--- src/rtl/spike_rate_encoder_pkg.sv ---
// Shared constants and types for the neuromorphic input-layer encoder.
package neuro_pkg;

  localparam int NUM_CH_DEF = 8;
  localparam int DATA_W_DEF = 8;
  localparam int WINDOW_DEF = 16;
  localparam int CNT_W_DEF  = 32;

  typedef enum logic {
    IDLE   = 1'b0,
    ENCODE = 1'b1
  } enc_state_e;

  // Fibonacci LFSR x^16+x^14+x^13+x^11+1: taps on bits 15,13,12,10.
  localparam logic [15:0] LFSR_SEED = 16'hACE1;
  localparam logic [15:0] LFSR_TAPS = 16'hB400;

  function automatic logic [15:0] lfsr_next(input logic [15:0] s);
    return {s[14:0], ^(s & LFSR_TAPS)};
  endfunction

endpackage

--- src/rtl/spike_rate_encoder_if.sv ---
// Frame-in / spike-out handshake bundle; master is the environment, slave the encoder.
interface spike_rate_encoder_if
  import neuro_pkg::*;
#(
  parameter int NUM_CH = NUM_CH_DEF,
  parameter int DATA_W = DATA_W_DEF
);

  logic [NUM_CH*DATA_W-1:0] in_data;
  logic                     in_valid;
  logic                     in_ready;
  logic [NUM_CH-1:0]        spike_out;
  logic                     spike_valid;
  logic                     spike_ready;
  logic                     frame_last;

  modport master (
    output in_data, in_valid, spike_ready,
    input  in_ready, spike_out, spike_valid, frame_last
  );

  modport slave (
    input  in_data, in_valid, spike_ready,
    output in_ready, spike_out, spike_valid, frame_last
  );

endinterface

--- src/rtl/spike_rate_channel.sv ---
// One spike lane: rate accumulator, or LFSR threshold comparator when SPIKE_ENC_LFSR_EN is defined.
// Spike bit registered on step_i and held otherwise, so the top's hold-under-stall comes for free.
module spike_rate_channel
  import neuro_pkg::*;
#(
  parameter int DATA_W = DATA_W_DEF
) (
  input  logic              clk,
  input  logic              rst,
  input  logic [DATA_W-1:0] data_i,
  input  logic              step_i,
  input  logic              clr_i,
`ifdef SPIKE_ENC_LFSR_EN
  input  logic [DATA_W-1:0] rnd_i,
`endif
  output logic              spike_o
);

  logic spike_d;
  logic spike_q;

`ifdef SPIKE_ENC_LFSR_EN
  logic unused_clr;

  assign unused_clr = clr_i;
  assign spike_d    = (data_i > rnd_i);
`else
  logic [DATA_W-1:0] acc_q;
  logic [DATA_W:0]   acc_d;

  // Carry-out of the running sum is the spike; the residue stays in acc.
  assign acc_d   = {1'b0, acc_q} + {1'b0, data_i};
  assign spike_d = acc_d[DATA_W];

  always_ff @(posedge clk or posedge rst) begin
    if (rst) begin
      acc_q <= '0;
    end else if (clr_i) begin
      acc_q <= '0;
    end else if (step_i) begin
      acc_q <= acc_d[DATA_W-1:0];
    end
  end
`endif

  always_ff @(posedge clk or posedge rst) begin
    if (rst) begin
      spike_q <= 1'b0;
    end else if (step_i) begin
      spike_q <= spike_d;
    end
  end

  assign spike_o = spike_q;

endmodule

--- src/rtl/spike_rate_encoder.sv ---
// Rate-codes one frame of NUM_CH intensities into WINDOW spike vectors; SPIKE_ENC_LFSR_EN selects stochastic coding.
// First step registered the cycle after accept, then 1 step/cycle; outputs hold while spike_ready is low.
module spike_rate_encoder
  import neuro_pkg::*;
#(
  parameter int NUM_CH = NUM_CH_DEF,
  parameter int DATA_W = DATA_W_DEF,
  parameter int WINDOW = WINDOW_DEF,
  parameter int CNT_W  = CNT_W_DEF
) (
  input  logic                  clk,
  input  logic                  rst,
  input  logic                  enable,
  spike_rate_encoder_if.slave   bus,
  output logic                  busy,
  output logic [CNT_W-1:0]      frames_encoded,
  output logic [CNT_W-1:0]      spikes_emitted
);

  localparam int STEP_W = $clog2(WINDOW + 1);

  enc_state_e               state_q;
  logic [NUM_CH*DATA_W-1:0] data_q;
  logic [STEP_W-1:0]        step_cnt_q;
  logic                     spike_valid_q;
  logic                     frame_last_q;
  logic                     busy_q;
  logic [CNT_W-1:0]         frames_q;
  logic [CNT_W-1:0]         spikes_q;
  logic [NUM_CH-1:0]        spike_vec;

  logic accept;
  logic step;
  logic out_hs;
  logic last_hs;

  assign bus.in_ready = enable && (state_q == IDLE);
  assign accept       = bus.in_valid && bus.in_ready;
  assign out_hs       = spike_valid_q && bus.spike_ready;
  assign last_hs      = out_hs && frame_last_q;

  // Once all WINDOW steps exist, wait for the last handshake instead of generating more.
  assign step = enable && (state_q == ENCODE) &&
                (step_cnt_q != STEP_W'(WINDOW)) &&
                (!spike_valid_q || bus.spike_ready);

`ifdef SPIKE_ENC_LFSR_EN
  logic [15:0] lfsr_q;
  logic [31:0] lfsr_dbl;

  assign lfsr_dbl = {lfsr_q, lfsr_q};

  always_ff @(posedge clk or posedge rst) begin
    if (rst) begin
      lfsr_q <= LFSR_SEED;
    end else if (step) begin
      lfsr_q <= lfsr_next(lfsr_q);
    end
  end
`endif

  for (genvar i = 0; i < NUM_CH; i++) begin : g_ch
`ifdef SPIKE_ENC_LFSR_EN
    // Low DATA_W bits of the LFSR rotated left by 2*i.
    localparam int SH = (2 * i) % 16;
`endif
    spike_rate_channel #(
      .DATA_W (DATA_W)
    ) u_ch (
      .clk     (clk),
      .rst     (rst),
      .data_i  (data_q[i*DATA_W +: DATA_W]),
      .step_i  (step),
      .clr_i   (accept),
`ifdef SPIKE_ENC_LFSR_EN
      .rnd_i   (lfsr_dbl[16-SH +: DATA_W]),
`endif
      .spike_o (spike_vec[i])
    );
  end

  always_ff @(posedge clk or posedge rst) begin
    if (rst) begin
      state_q       <= IDLE;
      data_q        <= '0;
      step_cnt_q    <= '0;
      spike_valid_q <= 1'b0;
      frame_last_q  <= 1'b0;
      busy_q        <= 1'b0;
      frames_q      <= '0;
      spikes_q      <= '0;
    end else begin
      if (out_hs) begin
        spikes_q <= spikes_q + CNT_W'($countones(spike_vec));
      end
      if (last_hs) begin
        frames_q <= frames_q + CNT_W'(1);
      end

      case (state_q)
        IDLE: begin
          if (accept) begin
            data_q     <= bus.in_data;
            step_cnt_q <= '0;
            busy_q     <= 1'b1;
            state_q    <= ENCODE;
          end
        end
        ENCODE: begin
          if (last_hs) begin
            busy_q  <= 1'b0;
            state_q <= IDLE;
          end
        end
        default: state_q <= IDLE;
      endcase

      if (step) begin
        spike_valid_q <= 1'b1;
        frame_last_q  <= (step_cnt_q == STEP_W'(WINDOW - 1));
        step_cnt_q    <= step_cnt_q + STEP_W'(1);
      end else if (out_hs) begin
        spike_valid_q <= 1'b0;
        frame_last_q  <= 1'b0;
      end
    end
  end

  assign bus.spike_out   = spike_vec;
  assign bus.spike_valid = spike_valid_q;
  assign bus.frame_last  = frame_last_q;
  assign busy            = busy_q;
  assign frames_encoded  = frames_q;
  assign spikes_emitted  = spikes_q;

endmodule

--- src/flat_wrapper.sv ---
// flat-port wrapper written by rule: the top's interface ports become plain ports
module spike_rate_encoder_flat import neuro_pkg::*;
#(
  parameter int NUM_CH = NUM_CH_DEF,
  parameter int DATA_W = DATA_W_DEF,
  parameter int WINDOW = WINDOW_DEF,
  parameter int CNT_W  = CNT_W_DEF
)
  (clk, rst, enable, busy, frames_encoded, spikes_emitted, bus_in_data, bus_in_valid, bus_spike_ready, bus_in_ready, bus_spike_out, bus_spike_valid, bus_frame_last);
  spike_rate_encoder_if #(.NUM_CH(NUM_CH), .DATA_W(DATA_W)) bus_i ();
  input  logic clk;
  input  logic rst;
  input  logic enable;
  output logic busy;
  output logic [CNT_W-1:0] frames_encoded;
  output logic [CNT_W-1:0] spikes_emitted;
  input wire logic [$bits(bus_i.in_data)-1:0] bus_in_data;
  input wire logic [$bits(bus_i.in_valid)-1:0] bus_in_valid;
  input wire logic [$bits(bus_i.spike_ready)-1:0] bus_spike_ready;
  output wire logic [$bits(bus_i.in_ready)-1:0] bus_in_ready;
  output wire logic [$bits(bus_i.spike_out)-1:0] bus_spike_out;
  output wire logic [$bits(bus_i.spike_valid)-1:0] bus_spike_valid;
  output wire logic [$bits(bus_i.frame_last)-1:0] bus_frame_last;
  assign bus_i.in_data = bus_in_data;
  assign bus_i.in_valid = bus_in_valid;
  assign bus_i.spike_ready = bus_spike_ready;
  assign bus_in_ready = bus_i.in_ready;
  assign bus_spike_out = bus_i.spike_out;
  assign bus_spike_valid = bus_i.spike_valid;
  assign bus_frame_last = bus_i.frame_last;
  spike_rate_encoder #(.NUM_CH(NUM_CH), .DATA_W(DATA_W), .WINDOW(WINDOW), .CNT_W(CNT_W)) u_core (.clk(clk), .rst(rst), .enable(enable), .bus(bus_i), .busy(busy), .frames_encoded(frames_encoded), .spikes_emitted(spikes_emitted));
endmodule
--- config.mk ---
export PLATFORM = sky130hd
export DESIGN_NAME = spike_rate_encoder_flat
export DESIGN_NICKNAME = d
export VERILOG_FILES = /design/src/rtl/spike_rate_encoder_pkg.sv /design/src/rtl/spike_rate_encoder_if.sv /design/src/rtl/spike_rate_channel.sv /design/src/rtl/spike_rate_encoder.sv /design/src/flat_wrapper.sv
export SDC_FILE = /design/constraint.sdc
export NUM_CORES = 1
export LEC_CHECK = 0
export CAP_MARGIN = 0
export CORE_ASPECT_RATIO = 1.25
export CORE_MARGIN = 2
export CORE_UTILIZATION = 51
export CTS_BUF_LIST = sky130_fd_sc_hd__clkbuf_8
export CTS_CLUSTER_DIAMETER = 80
export CTS_CLUSTER_SIZE = 24
export DETAILED_ROUTE_END_ITERATION = 7
export GPL_TIMING_DRIVEN = 0
export HOLD_SLACK_MARGIN = 0.03
export PLACE_DENSITY_LB_ADDON = 0.1
export SYNTH_ARGS = -nofsm -noshare
export SYNTH_HDL_FRONTEND = slang
export SYNTH_SLANG_ARGS = --single-unit
--- constraint.sdc ---
create_clock -name clk -period 7.67 [get_ports clk]
set_input_delay 1.9175 -clock clk [delete_from_list [all_inputs] [get_ports clk]]
set_output_delay 1.9175 -clock clk [all_outputs]
set_load 0.005 [all_outputs]
==> reports/results.tsv <==
stage	metric	value	unit
cells_and_area	post-layout util	61.5	%
worst_setup_path	Worst Path Arrival	3110	ps
placed_design	Routability Congestion	0.817	
clock_tree	Worst-path clk slew	140	ps
global_route	GRT met1 Usage	29.1	%
sta	final slew viol count	0	
global_route	initial antenna violation count	0	
global_route	pin count of the biggest net entering global routing	124	
sta	post-layout minimum cycle time	5030	ps
cells_and_area	nets@finish	1337	
clock_tree	Post-CTS Resized	0	
floorplanning	Die Wd	136	um
detailed_routing	via count	7897	
yosys	Commonest cells post-synth	dfrtp_1, nand3_1, o21ai_0, ha_1, nand2_1	
worst_setup_path	critical path peak fanout	2	
pwr	total design power	4.71	mW
clock_tree	worst-skew pair later-pin latency	530	ps
detailed_routing	DRC	0	
yosys	Avg Cell Area, Syn	10.8	um^2
worst_setup_path	crit start category	primary input	
yosys	Post-synth EDFFs	0	
worst_setup_path	crit path kind	primary input to output port	
cells_and_area	n_diodes	0	
floorplanning	io pins	145	
clock_tree	maximum clock path buffer count	3	
sta	FMAX	199	MHz
sta	Fin Clk Skew	48.6	ps
yosys	sequential share of the synthesized area	47.4	%
global_route	first-pass GRT wire length	39800	um
yosys	Post-Synth XOR/XNOR Area	7.46	%
global_route	GR Util met3	2.34	%
worst_setup_path	CP required	5750	ps
worst_setup_path	Worst setup EP type	output port	
pwr	leakage	5.93	nW
pwr	Cell Pwr Density	358	nW/um^2
yosys	adder-cell area share of the yosys netlist	11.2	%
yosys	post-synthesis compound-gate area fraction	10.3	%
sta	Fin. Hold Viols	0	
sta	RSZ-0062 raised after global routing	no	
global_route	grt peak-use layer	met2	
sta	slew at the pin closest to its max-slew limit	852	ps
sta	Slew headroom	43.2	%
pwr	combinational share of power	50.6	%
placed_design	input/output buffers	144	
detailed_routing	final WL	23500	um
floorplanning	row cnt	60	
detailed_routing	vias per cell	5.41	
yosys	Yosys top cell area share	47.4	%
clock_tree	clock sinks	209	
yosys	post-synthesis instance total	1018	
pwr	Clock power frac	12.9	%
cells_and_area	Finished Cell Area	13200	um^2
clock_tree	hold buffers post-CTS	0	
pwr	Seq pwr share	36.5	%
sta	Final Cycle Share	65.6	%
sta	setup violators final	0	
cells_and_area	Fill cells	1836	
yosys	Synth warnings	0	
yosys	dominant cells by area after synthesis	dfrtp_1, ha_1, mux2_2, xnor2_1, nand3_1	
global_route	Global Route Usage Sum	21.4	%
detailed_routing	WL/cell	16.1	um
sta	Final TNS setup	0	ps
yosys	predominant post-synthesis flop cell	dfrtp_1	
yosys	Post-Synth Simple-Gate Area	13.2	%
clock_tree	H-tree depth	1	
yosys	flip-flop and latch count after synthesis	209	
global_route	gr ovfl total	0	
yosys	cell area after synthesis	11000	um^2
yosys	combinational family with the most area after synthesis	simple AND/OR/NAND/NOR gates	
detailed_routing	Antenna Nets Post-Route	0	
floorplanning	Initial Util	51.6	%
yosys	Synth area leader	dfrtp_1	
clock_tree	CTS root buffer	clkbuf_8	
worst_hold_path	Hold WC Path Type	register to register	
yosys	post-synthesis mux area share	6.72	%
pwr	sw power	1.83	mW
placed_design	DP Area	12900	um^2
pwr	Int Power	2.88	mW
detailed_routing	DRT Pass-1 Iters	4	
pwr	worst ir drop on vdd	228	uV
floorplanning	die area	22800	um^2
global_route	vias in the first global route	7938	
yosys	Mapped Nets	1177	
pwr	Switching Share	38.9	%
run	MaxCap Viol Count	0	
floorplanning	die span in y	169	um
detailed_routing	Iter 0 DRT Violations	367	
global_route	met2 Usage GRT	37.0	%
yosys	post-synth cell types	45	
placed_design	Post-DP HPWL	17000	um
clock_tree	CTS tree	done	
clock_tree	setup bufs post-CTS	0	
clock_tree	CTS Buf Count	13	
worst_setup_path	worst reg2reg setup slack	3910	ps
yosys	Async S/R FF share, synth	100	%
cells_and_area	share of cells above drive strength 1	11.0	%
outcome	outcome	completed	
yosys	most common cell in the netlist	dfrtp_1	
floorplanning	core area	21400	um^2
cells_and_area	Area Overhead vs Synth	19.1	%
==> state kept, by name (all words and copies together), names as in the netlist <==
name	count
u_core.state_q	1
u_core.g_ch.u_ch.spike_o	8
u_core.spikes_emitted	32
u_core.frames_encoded	32
u_core.data_q	64
u_core.bus.spike_valid	1
u_core.busy	1
u_core.step_cnt_q	5
u_core.g_ch.u_ch.acc_q	64
u_core.bus.frame_last	1
==> metal layers <==
metal,vias to the layer above,wire length [um]
met1,3849,10700
met2,139,11600
met4,0,376
li1,3883,-
met3,26,841
met5,-,0
==> cell families (layout without fill, tap and decap cells) <==
group                      count (synthesis)  in the layout
muxes                                     66             66
AOI/OAI and AO/OA                        191            191
DFF                                      209            209
adders and majority gates                 90             90
xor gates and xnor gates                  94             94
buffers and inverters                     85            249
and+or+nand+nor                          283            283
==> through the flow <==
stage,hold WS (ps),cells,setup WS [ps]
floorplan,465,1018,43.3
global placement,458,1441,-2830
detailed placement,465,1442,2640
CTS,484,1461,2630
global route,515,1461,2600
finish,479,1461,2640
==> placed cells by master (no fill, tap or decap), types with 5 or more instances in the layout <==
cell	synthesis	final
nor2b_1	9	9
nand3_1	91	91
mux2_2	65	65
dfrtp_1	209	209
a21o_1	9	9
fa_1	14	14
clkbuf_8	0	14
o21a_1	8	8
buf_4	10	10
a211oi_1	17	17
nand2_1	70	70
clkbuf_1	8	8
inv_1	42	41
nor2_1	43	43
o31ai_1	24	24
o21ai_0	78	78
xnor2_1	57	57
o21ai_1	8	8
buf_1	5	5
buf_2	13	13
clkdlybuf4s50_1	0	144
nand2b_1	19	19
buf_6	6	6
xor2_1	37	37
and3_1	8	8
o211ai_1	8	8
ha_1	76	76
a21oi_1	35	35
and4_1	7	7
nand4_1	16	16
==> layout make-up <==
type | instances | area [um^2] | share of cell area, %
plain buffers | 43 | 262 | 1.99
clock buffers | 14 | 193 | 1.47
clock inverters | 5 | 92.6 | 0.704
inverters | 42 | 165 | 1.26
multi-input cells | 724 | 5390 | 41.0
flip-flops and latches | 209 | 5230 | 39.8
well taps | 279 | 349 | 2.65
repair buffers | 145 | 1470 | 11.2
==> worst max-delay path: stages <==
cell and delay, ps:
clkdlybuf4s50_1 480, nor2b_1 190, clkdlybuf4s50_1 530
==> path summary, 6_finish.rpt <==
kind	start	to	cells after the start
hold reg to reg	u_core.spikes_emitted[31]	u_core.spikes_emitted[31]	1
setup reg to reg	u_core.g_ch[6].u_ch.spike_o	u_core.spikes_emitted[18]	13
setup / recovery	enable	bus_in_ready	3
min in group asynchronous	rst	u_core.frames_encoded[10]	2
max in group asynchronous	rst	u_core.data_q[16]	3
hold / removal	u_core.spikes_emitted[31]	u_core.spikes_emitted[31]	1
==> power by group through the flow <==
stage	Clock, mW	Sequential [mW]	Combinational [mW]
global placement	0	1.73	2.32
finish	0.608	1.72	2.38
floorplan	0	1.66	1.88
detailed placement	0	1.74	2.39
CTS	0.634	1.72	2.41
global route	0.674	1.77	2.76
No activity file was read; power rests on OpenSTA's default activity.
